File: config.mk
export PLATFORM = sky130hd
export DESIGN_NAME = c2_word_mapper
export DESIGN_NICKNAME = d
export VERILOG_FILES = /design/src/rtl/c2_word_mapper.sv
export SDC_FILE = /design/constraint.sdc
export NUM_CORES = 2
export LEC_CHECK = 0
export ABC_AREA = 0
export BUFFER_PORTS_ARGS = -buffer_cell sky130_fd_sc_hd__buf_2
export CORE_ASPECT_RATIO = 1.5
export CORE_UTILIZATION = 30
export CTS_CLUSTER_DIAMETER = 200
export DETAILED_ROUTE_END_ITERATION = 6
export HOLD_SLACK_MARGIN = 0.15
export PLACE_DENSITY_LB_ADDON = 0.05
export SLEW_MARGIN = 10
export SYNTH_ARGS = -nofsm -noshare
export SYNTH_HDL_FRONTEND = slang
export SYNTH_SLANG_ARGS = --single-unit
File: constraint.sdc
create_clock -name clock -period 4.2 [get_ports clock]
set_input_delay 1.26 -clock clock [delete_from_list [all_inputs] [get_ports clock]]
set_output_delay 1.26 -clock clock [all_outputs]
set_load 0.05 [all_outputs]
File: src/rtl/c2_word_mapper.sv
// rtl/c2_word_mapper.sv - buffers one Hindi word, then emits it through a writable code map
// Optional trailing delimiter beat per word: define C2_SPACE_OUT_EN.
module c2_word_mapper #(
  parameter int CODE_W = 7,
  parameter int MAX_LEN = 8,
  parameter logic [CODE_W-1:0] SPACE_CODE = CODE_W'(7'b0110000)
) (
  input  logic              clock,
  input  logic              reset,
  input  logic              in_valid,
  input  logic [CODE_W-1:0] hindi,
  output logic              in_ready,
  input  logic              map_we,
  input  logic [CODE_W-1:0] map_addr,
  input  logic [CODE_W-1:0] map_data,
  output logic              out_valid,
  output logic [CODE_W-1:0] r5,
  output logic              out_last,
  input  logic              out_ready,
  output logic              overflow
);
  localparam int CNT_W = $clog2(MAX_LEN + 1);
  localparam int IDX_W = $clog2(MAX_LEN);
  localparam int DEPTH = 1 << CODE_W;
  localparam logic [CNT_W-1:0] FULL = CNT_W'(MAX_LEN);

  typedef enum logic {COLLECT, EMIT} state_t;

  state_t            state;
  logic [CNT_W-1:0]  count;
  logic [CNT_W-1:0]  idx;
  logic [CODE_W-1:0] map_table [DEPTH];
  logic [CODE_W-1:0] buffer [1 << IDX_W];
  logic [CODE_W-1:0] buf_code;
  logic              at_last;
  logic              at_delim;

  assign buf_code = buffer[idx[IDX_W-1:0]];

`ifdef C2_SPACE_OUT_EN
  // idx walks one step past the buffered characters to produce the delimiter beat
  assign at_delim = (idx == count);
  assign at_last  = at_delim;
`else
  assign at_delim = 1'b0;
  assign at_last  = (idx == count - 1'b1);
`endif

  assign in_ready  = (state == COLLECT);
  assign out_valid = (state == EMIT);
  assign out_last  = (state == EMIT) && at_last;
  assign r5        = at_delim ? SPACE_CODE : map_table[buf_code];

  always_ff @(posedge clock) begin
    if (reset) begin
      state    <= COLLECT;
      count    <= '0;
      idx      <= '0;
      overflow <= 1'b0;
      for (int k = 0; k < DEPTH; k++) begin
        map_table[k] <= CODE_W'(k);
      end
    end else begin
      if (map_we) begin
        map_table[map_addr] <= map_data;
      end
      case (state)
        COLLECT: begin
          if (in_valid) begin
            if (hindi == SPACE_CODE) begin
              if (count != '0) begin
                state <= EMIT;
                idx   <= '0;
              end
            end else if (count == FULL) begin
              overflow <= 1'b1;
            end else begin
              buffer[count[IDX_W-1:0]] <= hindi;
              count                    <= count + 1'b1;
            end
          end
        end
        EMIT: begin
          if (out_ready) begin
            if (at_last) begin
              state <= COLLECT;
              count <= '0;
              idx   <= '0;
            end else begin
              idx <= idx + 1'b1;
            end
          end
        end
        default: state <= COLLECT;
      endcase
    end
  end

endmodule

==> summary.md <==
| Metric | Value |
|---|---|
| Status | finished, violations left |
| Failing checks | negative setup slack |
| Crit. End Element | output port |
| Worst Path Arrival | approximately 4200 ps |
| Slew HR | between 30% and 40% |
| CTS tree | yes |
| Worst r2r src | count[1] |
| Largest family of logic cells by synthesized area | simple AND/OR/NAND/NOR gates |
| Layout Cells excl Fill | about 6600 |
| Starting Density | between 30% and 40% |
| PD cells | 398.4 mW/mm^2 |
| Final Critical Period | 5460 ps |
| Gr ovfl total | 0 |
| Clock sinks | 965 |
| Iter 0 DRT Violations | 2064 |
| Fin worst setup slack | -1260 ps |
| Core Box Area | around 0.15 mm^2 |
| Final hold vios | 0 |
| Main synth FF type | edfxtp_1 |
| Via Count | 32760 |
| Global-route usage over all layers | between 20 and 25% |
| Area growth syn-to-layout | 23.41% |
| Post-synthesis simple-gate area fraction | 28.61% |
| I/O pin count | 37 |
| Sequential share of the synthesized area | around 63% |
| F_max | 183.1 MHz |
| CTS Buf Count | around 110 |
| HP Start | overflow |
| Finish-stage setup viols | 7 |
| Most frequent cell after synthesis | edfxtp_1 |
| Area leader, netlist | edfxtp_1 |
| Ys Warns | 0 |
| Vias in the first global route | roughly 34000 |
| Crit path launch type | flop |
| MaxCap Viol Count | 0 |
| Post-synthesis instance total | 4271 |
| Mux cell area share after synthesis | 1.967% |
| Crit share post-route | 130.0% |
| Standard-cell rows | approximately 180 |
| GPL Wtd Cong | a little over 0.8 |
| CTS root buffer | clkbuf_16 |
| CTS H-Tree Depth | 3 |
| DIE HEIGHT | roughly 480 um |
| Yosys top cell area share | between 60% and 70% |
| Synth Area in Compound Gates | under 10% |
| Clk_lat worst skew | around 730 ps |
| CTS Hold Bufs | 0 |
| Worst-path clk slew | ~60 ps |
| Synthesized net count | 4301 |
| Detail Placement HPWL | between 100000 and 150000 um |
| Post-synthesis xor/xnor area fraction | less than 1% |
| Hold Path Class | flop to flop |
| Die area | between 0.15 and 0.2 mm^2 |
| Worst Max-Slew Pin Slew | 1036 ps |
| Synthesized area per cell | between 10 and 15 um^2 |
| Nets | between 4000 and 5000 |
| DR vias/cell | between 4 and 5 |
| WL final | ~170000 um |
| Synthesized-area fraction occupied by adder cells | less than 1% |
| EDFF count, synth | about 950 |
| CP Max Fanout | 5 |
| Yosys reg bits | about 970 |
| Post-place setup slack | -1053 ps |
| ANT nets after route | 0 |
| Slew Limit Fails | 0 |
| Cell Area, Synth | 0.04613 mm^2 |
| Die Wd | approximately 320 um |
| RSZ-0062 raised after global routing | true |
| Pre-antenna DRT Iters | 5 |
| WL/cell | between 20 and 30 um |
| Ys async rst share | 0% |
| Largest net degree at the start of global routing | 90 |
| Top cells by area, synth | edfxtp_1 (62%), nand2_1 (7.1%), and2_1 (6.0%) |
| CP Class | flop to output port |
| Antenna violations before repair | 9 |
| IR drop worst, VDD | a little under 0.3 mV |
| Cell count after placement | approximately 6300 |
| Post-synth cell types | a little under 50 |
| Max clock buf depth | 3 |
| Share of cells above drive strength 1 | between 20% and 30% |
| DRC Markers | 0 |
| Critical Path RT | between 2000 and 3000 ps |
| First-pass GRT wire length | 248300 um |
| Clock skew | between 6 and 7 ps |
| Port-buffer cells | 36 |
| Leak | 20.19 nW |
| Top cells by count, synth | edfxtp_1 (952), nand2_1 (875), and2_1 (444), or3_1 (444), nand3_1 (405) |
-- per-stage QoR --
stage / hold WS (ps) / power [mW] / instance area [um^2] / setup TNS, ps / utilization (%)
3_3_place_gp: 457.5 / 13.36 / 51190 / -6086 / 33.64
6_report: 496.2 / 22.68 / 56920 / -8542 / 37.41
3_5_place_dp: 478.1 / 13.36 / 51190 / -6040 / 33.64
2_1_floorplan: 469.5 / 12.29 / 46370 / -457.6 / -
4_1_cts: 496.6 / 22.87 / 56110 / -9564 / 36.87
5_1_grt: 540.7 / 23.38 / 56910 / -9293 / 37.40
-- logic make-up (layout without fill, tap and decap cells) --
logic type / count (synthesis) / count (layout)
simple gates: 2589 / 2589
other cells: 0 / 5
flops: 965 / 965
xor+xnor: 8 / 8
mux: 70 / 73
compound gates: 250 / 250
fa+ha+maj: 4 / 4
buf+inv: 385 / 664
-- sequential cells by signal, summed over array words and instances, names as in the netlist, named ones only --
register / cells
overflow: 1
idx: 4
out_valid: 1
count: 4
buffer: 56
map_table: 896
-- routing by layer --
layer / track usage, % / share of wire (%) / vias to the layer above
li1: - / - / 15440
met1: 27.33 / 41 / 16560
met2: 41.09 / 53 / 575
met3: 1.815 / 2.9 / 186
met4: 6.919 / 3.1 / 0
met5: 0 / 0 / -
-- what timing repair did --
action | in CTS | in global routing
setup endpoints to repair | 7 | 7
hold endpoints to repair | 0 | 0
pin swaps | 47 | 64
resized for setup | 167 | 120
gates cloned | 12 | 3
setup buffers | 44 | 26
-- power by group --
part / leakage, nW / switching, mW / internal, mW / total [mW]
sequential: 9.38 / 0.159 / 11.0 / 11.2
clock: 1.61 / 4.07 / 5.23 / 9.30
combinational: 9.20 / 1.45 / 0.746 / 2.20
total: 20.2 / 5.68 / 17.0 / 22.7
-- cell usage in the layout, fill, tap and decap left out, drive strengths merged, types with 128 or more instances in the layout --
| cell type | count |
|---|---|
| a21oi | 179 |
| and2 | 445 |
| buf | 461 |
| clkbuf | 137 |
| edfxtp | 952 |
| nand2 | 878 |
| nand3 | 423 |
| nor2 | 158 |
| or2 | 128 |
| or3 | 444 |
-- final timing paths --
path	cells after the start	end	slack, ps
setup / recovery	15	r5[6]	-1260
hold / removal	2	overflow	500
setup reg to reg	8	buffer[1][3]	1510
hold reg to reg	2	overflow	500
-- area by class of cell --
cell class                 count  area (um^2)
timing repair buffer         468         5109
inverter                       4        15.01
sequential                   965        28850
multi-input combinational   2924        17070
fill                       14910        95250
antenna                        5        12.51
clock inverter                59        523.0
tap                         2035         2546
clock buffer                 133         2796
-- critical path, stage by stage, from the launching register on --
cell and delay (ps):
dfxtp_2 350, buf_12 120, mux4_2 520, buf_6 150, buf_12 130, mux2_8 350, buf_12 170, buf_6 130
mux2i_4 180, mux2i_1 180, a32oi_2 100, nand4_1 200, o21ai_4 140, a2111oi_4 390, buf_4 180, buf_12 120
No activity file was read; power rests on OpenSTA's default activity.
